## config.mk

```make
export PLATFORM = sky130hd
export DESIGN_NAME = frame_bank_arbiter
export DESIGN_NICKNAME = d
export VERILOG_FILES = /design/src/rtl/frame_bank_arbiter_pkg.sv /design/src/rtl/frame_bank_arbiter_read_return.sv /design/src/rtl/frame_bank_arbiter.sv
export SDC_FILE = /design/constraint.sdc
export NUM_CORES = 1
export LEC_CHECK = 0
export CAP_MARGIN = 30
export CELL_PAD_IN_SITES_DETAIL_PLACEMENT = 1
export CELL_PAD_IN_SITES_GLOBAL_PLACEMENT = 2
export CORE_ASPECT_RATIO = 1.25
export CORE_MARGIN = 2
export CORE_UTILIZATION = 17
export CTS_CLUSTER_SIZE = 28
export DETAILED_ROUTE_END_ITERATION = 8
export HOLD_SLACK_MARGIN = 0.08
export PLACE_DENSITY = 0.88
export SKIP_CTS_REPAIR_TIMING = 1
export SLEW_MARGIN = 10
export SYNTH_ARGS = -nofsm -noshare
export SYNTH_HDL_FRONTEND = slang
export SYNTH_HIERARCHICAL = 1
export SYNTH_SLANG_ARGS = --single-unit
```

## constraint.sdc

```tcl
create_clock -name clk_in -period 1.6 [get_ports clk_in]
set_clock_uncertainty 0.05 [all_clocks]
set_input_delay 0.24 -clock clk_in [delete_from_list [all_inputs] [get_ports clk_in]]
set_output_delay 0.24 -clock clk_in [all_outputs]
set_load 0.05 [all_outputs]
```

## src/rtl/frame_bank_arbiter_pkg.sv

```systemverilog
// frame_bank_arbiter_pkg: shared widths, FSM and read-source tag types for the frame bank arbiter.
package frame_bank_arbiter_pkg;
  localparam int ROW_W = 5;
  localparam int COL_W = 7;
  localparam int ADDR_W = 13;
  localparam logic [ADDR_W-1:0] BANK_OFFSET = 13'd4096;
  typedef enum logic [1:0] {
    ST_IDLE      = 2'd0,
    ST_RUN       = 2'd1,
    ST_WAIT_SWAP = 2'd2
  } fsm_state_t;
  typedef enum logic [1:0] {
    TAG_NONE = 2'd0,
    TAG_DISP = 2'd1,
    TAG_ENG  = 2'd2
  } src_tag_t;
endpackage

```

## src/rtl/frame_bank_arbiter_read_return.sv

```systemverilog
// fba_read_return: two-stage source tag pipeline that steers memory read data back to its requester.
module fba_read_return
  import frame_bank_arbiter_pkg::*;
#(
  parameter int DATA_W = 24
) (
  input  logic              clk_in,
  input  logic              rst_in,
  input  src_tag_t          tag_in,
  input  logic [DATA_W-1:0] mem_rdata_in,
  output logic [DATA_W-1:0] disp_data_out,
  output logic              disp_valid_out,
  output logic [DATA_W-1:0] eng_data_out,
  output logic              eng_valid_out
);
  src_tag_t r_tag1, r_tag2;
  always_ff @(posedge clk_in) begin
    if (rst_in) begin
      r_tag1 <= TAG_NONE;
      r_tag2 <= TAG_NONE;
    end else begin
      r_tag1 <= tag_in;
      r_tag2 <= r_tag1;
    end
  end
  // stage 2 lines up with the memory's one-cycle read latency after the registered address
  assign disp_valid_out = r_tag2 == TAG_DISP;
  assign eng_valid_out  = r_tag2 == TAG_ENG;
  assign disp_data_out  = disp_valid_out ? mem_rdata_in : '0;
  assign eng_data_out   = eng_valid_out ? mem_rdata_in : '0;
endmodule

```

## src/rtl/frame_bank_arbiter.sv

```systemverilog
// frame_bank_arbiter: ping-pong frame memory arbiter between display scan-out and life-update engine,
// with the per-generation start/done/swap sequencer.
module frame_bank_arbiter
  import frame_bank_arbiter_pkg::*;
#(
  parameter int ROWS_W = 5,
  parameter int COLS_W = 7,
  parameter int DATA_W = 24,
  parameter int GEN_W  = 16
) (
  input  logic              clk_in,
  input  logic              rst_in,
  input  logic              run_in,
  input  logic              vsync_in,
  input  logic              disp_req_in,
  input  logic [ROWS_W-1:0] disp_row_in,
  input  logic [COLS_W-1:0] disp_col_in,
  output logic [DATA_W-1:0] disp_data_out,
  output logic              disp_valid_out,
  input  logic              eng_rd_req_in,
  input  logic [ROWS_W-1:0] eng_rd_row_in,
  input  logic [COLS_W-1:0] eng_rd_col_in,
  output logic              eng_rd_gnt_out,
  output logic [DATA_W-1:0] eng_rd_data_out,
  output logic              eng_rd_valid_out,
  input  logic              eng_wr_req_in,
  input  logic [ROWS_W-1:0] eng_wr_row_in,
  input  logic [COLS_W-1:0] eng_wr_col_in,
  input  logic [DATA_W-1:0] eng_wr_data_in,
  output logic              eng_wr_gnt_out,
  input  logic              gen_done_in,
  output logic              gen_start_out,
  output logic              front_bank_out,
  output logic [GEN_W-1:0]  gen_count_out,
  output logic [ADDR_W-1:0] mem_addr_out,
  output logic              mem_we_out,
  output logic [DATA_W-1:0] mem_wdata_out,
  input  logic [DATA_W-1:0] mem_rdata_in
);
  fsm_state_t        r_state;
  logic              r_front, r_start, r_we;
  logic [GEN_W-1:0]  r_gen;
  logic [ADDR_W-1:0] r_addr;
  logic [DATA_W-1:0] r_wdata;
  logic              w_run, w_wr_gnt, w_rd_gnt, w_bank, w_issue;
  logic [ROWS_W-1:0] w_row;
  logic [COLS_W-1:0] w_col;
  src_tag_t          w_tag;
  assign w_run    = (r_state == ST_RUN) && !rst_in;
  assign w_wr_gnt = w_run && eng_wr_req_in && !disp_req_in;
  assign w_rd_gnt = w_run && eng_rd_req_in && !disp_req_in && !eng_wr_req_in;
  assign w_issue  = disp_req_in || w_wr_gnt || w_rd_gnt;
  always_comb begin
    w_row  = disp_req_in ? disp_row_in : w_wr_gnt ? eng_wr_row_in : eng_rd_row_in;
    w_col  = disp_req_in ? disp_col_in : w_wr_gnt ? eng_wr_col_in : eng_rd_col_in;
    w_bank = w_wr_gnt ? ~r_front : r_front;
    w_tag  = disp_req_in ? TAG_DISP : w_rd_gnt ? TAG_ENG : TAG_NONE;
  end
  // the bank is latched with the address, so a swap never redirects an access already issued
  always_ff @(posedge clk_in) begin
    if (rst_in) begin
      r_state <= ST_IDLE;
      r_front <= 1'b0;
      r_start <= 1'b0;
      r_gen   <= '0;
      r_addr  <= '0;
      r_we    <= 1'b0;
      r_wdata <= '0;
    end else begin
      r_start <= 1'b0;
      r_we    <= w_wr_gnt;
      if (w_issue) r_addr <= (w_bank ? BANK_OFFSET : '0) | ADDR_W'({w_row, w_col});
      if (w_wr_gnt) r_wdata <= eng_wr_data_in;
      case (r_state)
        ST_IDLE: if (run_in) begin
          r_start <= 1'b1;
          r_state <= ST_RUN;
        end
        ST_RUN: if (gen_done_in) r_state <= ST_WAIT_SWAP;
        ST_WAIT_SWAP: if (vsync_in) begin
          r_front <= ~r_front;
          r_gen   <= r_gen + 1'b1;
          r_start <= run_in;
          r_state <= run_in ? ST_RUN : ST_IDLE;
        end
        default: r_state <= ST_IDLE;
      endcase
    end
  end
  assign eng_wr_gnt_out = w_wr_gnt;
  assign eng_rd_gnt_out = w_rd_gnt;
  assign gen_start_out  = r_start;
  assign front_bank_out = r_front;
  assign gen_count_out  = r_gen;
  assign mem_addr_out   = r_addr;
  assign mem_we_out     = r_we;
  assign mem_wdata_out  = r_wdata;
  fba_read_return #(.DATA_W(DATA_W)) u_ret (
    .clk_in         (clk_in),
    .rst_in         (rst_in),
    .tag_in         (w_tag),
    .mem_rdata_in   (mem_rdata_in),
    .disp_data_out  (disp_data_out),
    .disp_valid_out (disp_valid_out),
    .eng_data_out   (eng_rd_data_out),
    .eng_valid_out  (eng_rd_valid_out)
  );
endmodule

```

==> results of run 1 <==
-- cell usage after synthesis, types with 2 or more instances --
master     n  share of area (%)
and3_1     4               0.84
a222oi_1  12                4.0
inv_1      8                1.0
buf_2     16                2.7
o21ai_0    5               0.84
nor3b_1    2               0.51
and3b_1   48                 14
nand3_1    7                1.2
buf_1      2               0.25
xor2_1     5                1.5
nor2b_1   12                2.5
nor2_1    31                3.9
xnor2_1    5                1.5
a211oi_1  13                3.3
or3_1      4               0.84
nor3_1     3               0.51
nand2_1   52                6.6
clkbuf_1   9                1.1
mux2_2     3                1.1
a21oi_1   29                4.9
dfxtp_1   62                 42
-- sequential cells by signal, summed over array words and instances (netlist names) --
register / flops
mem_wdata_out: 24
gen_count_out: 16
mem_addr_out: 13
r_state: 2
u_ret/r_tag1: 2
u_ret/r_tag2: 2
front_bank_out: 1
gen_start_out: 1
mem_we_out: 1
-- logic make-up after synthesis --
group / count (synthesis)
and+or+nand+nor: 170
AOI/OAI and AO/OA: 62
DFF: 62
buffers and inverters: 36
xor gates and xnor gates: 10
muxes: 4
adders and majority gates: 1
-- worst max-delay path by stage --
stage	start	endpoint	cells after the start
2_1_floorplan	gen_count_out[4]	gen_count_out[10]	4
3_3_place_gp	vsync_in	gen_count_out[10]	5
4_1_cts	r_state[1]	eng_wr_gnt_out	6
5_1_grt	r_state[0]	eng_rd_gnt_out	5
6_report	r_state[1]	eng_rd_gnt_out	5
3_5_place_dp	vsync_in	gen_count_out[14]	5
-- final cells by class --
cell class                      instances  area (um^2)
Clock buffer                           10          229
Multi-Input combinational cell        247         1750
Tap cell                              224          280
Timing Repair Buffer                  255         3080
Fill cell                            1964        10600
Clock inverter                          6         76.3
Sequential cell                        62         1280
Inverter                                8         30.0
-- report_power, final --
group          internal [W]  leakage, nW  switching, W  total, W
logic              0.000504         2.17      0.000481  0.000985
registers           0.00158        0.514     0.0000350   0.00162
clock network       0.00134        0.149      0.000689   0.00203
-- layer usage --
| metal | vias up | share of wire (%) |
|---|---|---|
| met5 | - | 0 |
| met4 | 0 | 1.4 |
| met3 | 16 | 9.0 |
| met2 | 176 | 56 |
| met1 | 1738 | 33 |
| li1 | 1687 | - |
-- per-stage QoR --
| stage | util [%] | hold WS, ns | power (W) | instance area, um^2 | instances |
|---|---|---|---|---|---|
| after floorplan | - | 0.262 | 0.00204 | 3040 | 345 |
| after global placement | 34.2 | 0.375 | 0.00251 | 5920 | 773 |
| after detailed placement | 34.2 | 0.384 | 0.00253 | 5920 | 773 |
| after CTS | 36.0 | 0.336 | 0.00459 | 6220 | 789 |
| after global routing | 38.9 | 0.365 | 0.00483 | 6730 | 812 |
| final | 38.9 | 0.354 | 0.00464 | 6730 | 812 |
-- tightest hold or removal path, stage by stage --
cell and delay [ns]:
buf_2 0.17, buf_4 0.19, nor2_1 0.09
==> out/metrics.cfg, run 1 <==
[setup_path]
critPathSlowestCell=dfxtp_2
r2r-start=gen_count_out[6]
reg2reg_to=gen_count_out[10]
arrival_ns=1.45
worstPathRequired_ns=1.31
max_stage_delay_ns=0.34
cp_cell_sequence=buf_6, nor3b_4, buf_4, and3_4, buf_12
critPathLaunchType=flip-flop
cp_top_family=buffers and inverters
path_buf_inv=3
r2r_cells=4
cp_max_fo=4
crit_type=flip-flop to output port
cp-end-kind=output port
regToRegSetupSlack_ns=-0.13

[global_routing]
grt_antenna_before_repair=0
grt_usage_pct=12.7
grt_pass1_vias=3622
met2_usage_pct=24.1
gr-usage-met3_pct=5.03
grt.met1_usage_pct=12.7
grt_max_degree=51
top_usage_layer=met2
overflow=0
grt_pass1_wl_um=18700

[cts]
clockBufferDepth=2
cts_max_level=3
cts-root-buf=clkbuf_16
clk_pin_slew_ns=0.05
clk_latency_ns=0.32
clock_sinks=62
cts_made_buffers=9
cts_tree=done

[worst_hold_path]
min-delay-path-class=input pin to flip-flop
hold_start=rst_in
min_path_cells=3
hold_end=r_state[0]

[synthesis]
syn-instance-count=345
synth_seq_area_share_pct=41.8
synth_edf_count=0
ys_warn_count=6
synthesis.area_um2=2970
synth_adder_area_share_pct=0.421
muxShareOfSynthArea_pct=1.47
synthSimpleGateAreaFrac_pct=33.5
async_reset_ff_share_pct=0
ys_ff_latch=62
synth.avg_cell_area_um2=8.61
synth_xor_area_share_pct=2.95
synth_nets=438
synth_ff_type=dfxtp_1
synth_compound_area_share_pct=14.5
synth_top_family_by_area=simple AND/OR/NAND/NOR gates
ys_types=34

[sta]
period_share_pct=109
fmax_mhz=574
setup_viol=27
min_period_ns=1.74
slew_viol_final=0
tightest_slew_ns=0.506
slew_headroom_pct=66.3
hold_violations=0
tns_ns=-1.09
rsz0062_at_grt=true
setup_slack_ns=-0.141

[die]
initial_core_util_pct=17.2
core_area_um2=17300
pin_count=200
fp.dieH_um=152
dieWidth_um=122
die-area_um2=18600
core.rowCount=54

[placed_design]
pre_cts_ws_ns=-0.482
place_hpwl_um=9910
portBuffers=199
place.gp.congestion=0.720

[route]
drc=0
final_antenna_net_count=0
vias_per_cell=4.45
route.vias.total=3617
drt-total-wl_um=14200
drt_first_pass_iters=5
wl_per_cell_um=17.5
drtIter0Drc=131

[finish]
nets=676
layout_commonest_cell=clkdlybuf4s50_1
diodes=0
layout_common_cells=clkdlybuf4s50_1 (87), buf_4 (85), buf_12 (62)
final_layout_size_suffix_gt1_share_pct=44.4
area_delta_synth_final_pct=126

[run_status]
status=finished with violations
violations=negative setup slack

[power]
ir_drop_v=0.000434
p_per_area_nw_per_um2=689
p_leak_nw=2.83

[flow_run]
drv_cap=0

(Power assumes the default switching activity.)
==> run 2, diff against run 1 <==
CTS_BUF_LIST = sky130_fd_sc_hd__clkbuf_16   (was not set)
==> run 2 against run 1 <==
Utilization unchanged. Flip-flop and latch count is the same. Clock power hardly changed. Maximum frequency stayed put. Combinational power about the same. Total power down 0.13%. Register-to-register slack hardly changed. The flow still finishes with violations (negative setup slack).
==> out/metrics.cfg, run 2 (synthesis results as in run 1) <==
[cts]
clk_latency_ns=0.32  ; about the same
clock_sinks=62  ; unchanged
clk_pin_slew_ns=0.05  ; about the same
cts_max_level=3  ; unchanged
cts_tree=done  ; unchanged
cts-root-buf=clkbuf_16  ; unchanged
clockBufferDepth=2  ; unchanged
cts_made_buffers=9  ; unchanged

[global_routing]
grt.met1_usage_pct=12.7  ; unchanged
overflow=0  ; unchanged
grt_usage_pct=12.7  ; unchanged
grt_antenna_before_repair=0  ; unchanged
met2_usage_pct=24.1  ; unchanged
grt_pass1_wl_um=18700  ; unchanged
grt_max_degree=51  ; unchanged
gr-usage-met3_pct=5.03  ; unchanged
top_usage_layer=met2  ; unchanged
grt_pass1_vias=3622  ; unchanged

[finish]
final_cells=812  ; unchanged
final_layout_size_suffix_gt1_share_pct=44.4  ; unchanged
diodes=0  ; unchanged
nets=676  ; unchanged
largest_reg_flops=24  ; unchanged
area_delta_synth_final_pct=126  ; unchanged
layout_common_cells=clkdlybuf4s50_1 (87), buf_4 (85), buf_12 (62)  ; unchanged
layout_commonest_cell=clkdlybuf4s50_1  ; unchanged
fin_util_pct=38.9  ; unchanged

[setup_path]
arrival_ns=1.45  ; about the same
critPathLaunchType=flip-flop  ; unchanged
worstPathRequired_ns=1.31  ; about the same
cp_max_fo=4  ; unchanged
cp-end-kind=output port  ; unchanged
cp_cell_sequence=buf_6, nor3b_4, buf_4, and3_4, buf_12  ; unchanged
max_stage_delay_ns=0.34  ; about the same
critPathSlowestCell=dfxtp_2  ; unchanged
crit_type=flip-flop to output port  ; unchanged

[sta]
hold_violations=0  ; unchanged
setup_slack_ns=-0.141  ; unchanged
min_period_ns=1.74  ; unchanged
tightest_slew_ns=0.506  ; unchanged
rsz0062_at_grt=true  ; unchanged
fmax_mhz=574  ; unchanged
period_share_pct=109  ; unchanged
slew_headroom_pct=66.3  ; unchanged
setup_viol=27  ; unchanged
worst_hold_slack_ns=0.354  ; unchanged
slew_viol_final=0  ; unchanged

[placed_design]
portBuffers=199  ; unchanged
place.gp.congestion=0.720  ; unchanged
place_hpwl_um=9910  ; unchanged
placedCellCount=773  ; unchanged

[power]
p_leak_nw=2.83  ; about the same
p_per_area_nw_per_um2=688  ; was 689 nW/um^2
p_clk_share_pct=43.8  ; was 43.9%
internal_power_w=0.00342  ; was 0.00343 W
ir_drop_v=0.000434  ; unchanged
power_frac_seq_pct=34.9  ; about the same
swShare_pct=26.0  ; about the same
combPwrFrac_pct=21.3  ; was 21.2%
switchingPower_w=0.00121  ; was 0.00120 W

[die]
core_area_um2=17300  ; unchanged
initial_core_util_pct=17.2  ; unchanged
core.rowCount=54  ; unchanged
dieWidth_um=122  ; unchanged
pin_count=200  ; unchanged
die-area_um2=18600  ; unchanged
fp.dieH_um=152  ; unchanged

[route]
drtIter0Drc=131  ; unchanged
wl_per_cell_um=17.5  ; unchanged
vias_per_cell=4.45  ; unchanged
drc=0  ; unchanged
route.vias.total=3617  ; unchanged
drt_first_pass_iters=5  ; unchanged
final_antenna_net_count=0  ; unchanged
drt-total-wl_um=14200  ; unchanged

[run_status]
violations=negative setup slack  ; unchanged
status=finished with violations  ; unchanged

[flow_run]
drv_cap=0  ; unchanged

[worst_hold_path]
min-delay-path-class=input pin to flip-flop  ; unchanged

-- run 2: power by group through the flow --
stage / combinational (W) / clock [W] / sequential (W)
after floorplan: 0.000252 / 0 / 0.00178
after global placement: 0.000865 / 0 / 0.00164
after detailed placement: 0.000886 / 0 / 0.00165
after CTS: 0.000888 / 0.00209 / 0.00161
after global routing: 0.00103 / 0.00217 / 0.00162
final: 0.000985 / 0.00203 / 0.00162
-- run 2: routing by layer --
metal	vias up	wire, um
met3	16	1280
met5	-	0
met1	1738	4740
met2	176	7960
met4	0	199
li1	1687	-
-- run 2: per-stage QoR --
step	worst slack [ns]	setup TNS [ns]	power, W	area (um^2)
after floorplan	-0.142	-0.557	0.00204	3040
after detailed placement	-0.482	-11.59	0.00253	5920
after global placement	-0.460	-10.67	0.00251	5920
final	-0.141	-1.09	0.00463	6730
after CTS	-0.284	-2.18	0.00459	6220
after global routing	-0.221	-4.00	0.00482	6730
-- run 2: path summary, 6_finish.rpt --
kind	from	end	slack, ns	cells past startpoint
setup / recovery	r_state[1]	eng_rd_gnt_out	-0.14	5
setup reg to reg	gen_count_out[6]	gen_count_out[10]	-0.13	4
hold / removal	rst_in	r_state[0]	0.35	3
hold reg to reg	u_ret/r_tag1[1]	u_ret/r_tag2[1]	0.38	1
-- run 2: cell type report --
cell class                 instances  area, um^2
clock buffer                       9         225
clock inverter                     7        80.1
fill                            1964       10600
inverter                           8        30.0
multi-input combinational        247        1750
sequential                        62        1280
tap                              224         280
timing repair buffer             255        3080
-- run 2: critical path: cells and delay by family (launching register included) --
kind / cells / cell delay [ns]
buf+inv: 3 / 0.41
simple gates: 2 / 0.38
flops: 1 / 0.34
==> run 3, diff against run 2 <==
HOLD_SLACK_MARGIN = 0.1   (was 0.08)
PLACE_DENSITY = 0.83   (was 0.88)
==> run 3 against run 2 <==
The flow still finishes with violations (negative setup slack). Flip-flop and latch count stayed put. Clock power is 7% lower. Utilization is 0.75 points lower. Die area stayed put. Cell count is 0.62% lower. Combinational power is 2.3% lower. Global-route usage is 0.17 points higher. Routed wire length is 4.9% lower. Largest power group unchanged. Highest routed layer unchanged.
==> out/metrics.cfg, run 3 (synthesis results as in run 1) <==
[global_routing]
grt_usage_pct=12.9  ; was 12.7%
grt_pass1_vias=3663  ; was 3,622
overflow=0  ; unchanged
grt_max_degree=51  ; unchanged
grt_pass1_wl_um=19100  ; was 18,700 um
grt_antenna_before_repair=0  ; unchanged

[placed_design]
pre_cts_ws_ns=-0.513  ; was -0.482 ns
place_hpwl_um=9910  ; about the same
place.gp.congestion=0.725  ; was 0.720
portBuffers=199  ; unchanged

[setup_path]
r2r-start=gen_count_out[0]  ; was gen_count_out[6]
cp-end-kind=output port  ; unchanged
worstPathRequired_ns=1.31  ; about the same
max_stage_delay_ns=0.36  ; was 0.34 ns
path_buf_inv=4  ; was 3
critPathLaunch=r_state[1]  ; unchanged
cp_cell_sequence=buf_12, nor3b_4, nand2_2, inv_2, buf_6, buf_12  ; was buf_6, nor3b_4, buf_4, and3_4, buf_12
cp_top_family=buffers and inverters  ; unchanged
arrival_ns=1.46  ; was 1.45 ns
cpMostUsedCell=buf_12
crit_type=flip-flop to output port  ; unchanged
critPathSlowestCell=dfxtp_4  ; was dfxtp_2
regToRegSetupSlack_ns=-0.12  ; was -0.13 ns
critPathLaunchType=flip-flop  ; unchanged
r2r_cells=5  ; was 4
reg2reg_to=gen_count_out[12]  ; was gen_count_out[10]
cp_max_fo=5  ; was 4

[route]
drtIter0Drc=115  ; was 131
wl_per_cell_um=16.7  ; was 17.5 um
vias_per_cell=4.41  ; was 4.45
route.vias.total=3559  ; was 3,617
drt-total-wl_um=13500  ; was 14,200 um
final_antenna_net_count=0  ; unchanged
drc=0  ; unchanged
drt_first_pass_iters=5  ; unchanged

[sta]
setup_slack_ns=-0.152  ; was -0.141 ns
setup_viol=22  ; was 27
min_period_ns=1.75  ; was 1.74 ns
rsz0062_at_grt=true  ; unchanged
tightest_slew_ns=0.448  ; was 0.506 ns
slew_viol_final=0  ; unchanged
hold_violations=0  ; unchanged
tns_ns=-1.32  ; was -1.09 ns
period_share_pct=109  ; about the same
slew_headroom_pct=70.1  ; was 66.3%
fmax_mhz=571  ; was 574 MHz

[power]
p_total_w=0.00446  ; was 0.00463 W
p_leak_nw=2.80  ; was 2.83 nW
power_frac_seq_pct=36.2  ; was 34.9%
swShare_pct=27.2  ; was 26.0%
p_clk_share_pct=42.2  ; was 43.8%
ir_drop_v=0.000436  ; was 0.000434 V
internal_power_w=0.00325  ; was 0.00342 W
combPwrFrac_pct=21.6  ; was 21.3%
p_per_area_nw_per_um2=676  ; was 688 nW/um^2
switchingPower_w=0.00121  ; about the same

[finish]
largest_reg_flops=24  ; unchanged
diodes=0  ; unchanged
area_delta_synth_final_pct=122  ; was 126%
layout_common_cells=clkdlybuf4s50_1 (89), buf_4 (86), buf_12 (63)  ; was clkdlybuf4s50_1 (87), buf_4 (85), buf_12 (62)
fin_util_pct=38.1  ; was 38.9%
layout_commonest_cell=clkdlybuf4s50_1  ; unchanged
final_layout_size_suffix_gt1_share_pct=39.6  ; was 44.4%
nets=671  ; was 676

[flow_run]
drv_cap=0  ; unchanged

[worst_hold_path]
min_path_cells=3  ; unchanged
hold_start=rst_in  ; unchanged
min-delay-path-class=input pin to flip-flop  ; unchanged
hold_end=gen_count_out[1]  ; was r_state[0]

[die]
initial_core_util_pct=17.2  ; unchanged
die-area_um2=18600  ; unchanged
pin_count=200  ; unchanged
fp.dieH_um=152  ; unchanged
dieWidth_um=122  ; unchanged
core_area_um2=17300  ; unchanged
core.rowCount=54  ; unchanged

[run_status]
violations=negative setup slack  ; unchanged
status=finished with violations  ; unchanged

[cts]
clk_latency_ns=0.33  ; was 0.32 ns
clockBufferDepth=2  ; unchanged
clock_sinks=62  ; unchanged
cts_max_level=3  ; unchanged
cts_made_buffers=9  ; unchanged
cts-root-buf=clkbuf_16  ; unchanged
clk_pin_slew_ns=0.06  ; was 0.05 ns
cts_tree=done  ; unchanged

-- run 3: how the worst max path moves through the flow --
stage	to	slack, ns	cells after the start
6_report	eng_wr_gnt_out	-0.15	6
2_1_floorplan	gen_count_out[10]	-0.14	4
4_1_cts	eng_wr_gnt_out	-0.43	6
3_3_place_gp	gen_count_out[10]	-0.46	5
3_5_place_dp	gen_count_out[10]	-0.51	5
5_1_grt	eng_wr_gnt_out	-0.23	6
-- run 3: power groups by stage --
stage / clock [W] / combinational, W / sequential, W
floorplan: 0 / 0.000252 / 0.00178
CTS: 0.00194 / 0.000890 / 0.00161
finish: 0.00188 / 0.000962 / 0.00161
detailed placement: 0 / 0.000887 / 0.00165
global route: 0.00203 / 0.00102 / 0.00162
global placement: 0 / 0.000865 / 0.00164
-- run 3: per-layer routing --
metal / part of all wire (%) / GRT usage, % / vias to the layer above
met5: 0 / 0 / -
met4: 2.6 / 4.60 / 0
met3: 8.4 / 4.05 / 21
met2: 55 / 24.5 / 174
met1: 35 / 12.9 / 1690
li1: - / - / 1674
-- run 3: stage by stage --
stage               instance area [um^2]  hold WS (ns)  cells
floorplan                           3040         0.262    345
global placement                    5950         0.395    772
detailed placement                  5950         0.403    772
CTS                                 6230         0.306    788
global route                        6600         0.324    807
finish                              6600         0.303    807
-- run 3: worst register-to-register path, delay by kind of cell (launching register included) --
kind            cells  cell delay (ns)
flops               1             0.36
fa+ha+maj           1             0.15
compound gates      1             0.11
simple gates        3             0.98
-- run 3: layout make-up --
| type | count | area (um^2) |
|---|---|---|
| fill | 1963 | 10700 |
| timing repair buffer | 250 | 2980 |
| multi-input combinational | 247 | 1740 |
| sequential | 62 | 1280 |
| tap | 224 | 280 |
| clock buffer | 9 | 225 |
| clock inverter | 7 | 58.8 |
| inverter | 8 | 30.0 |
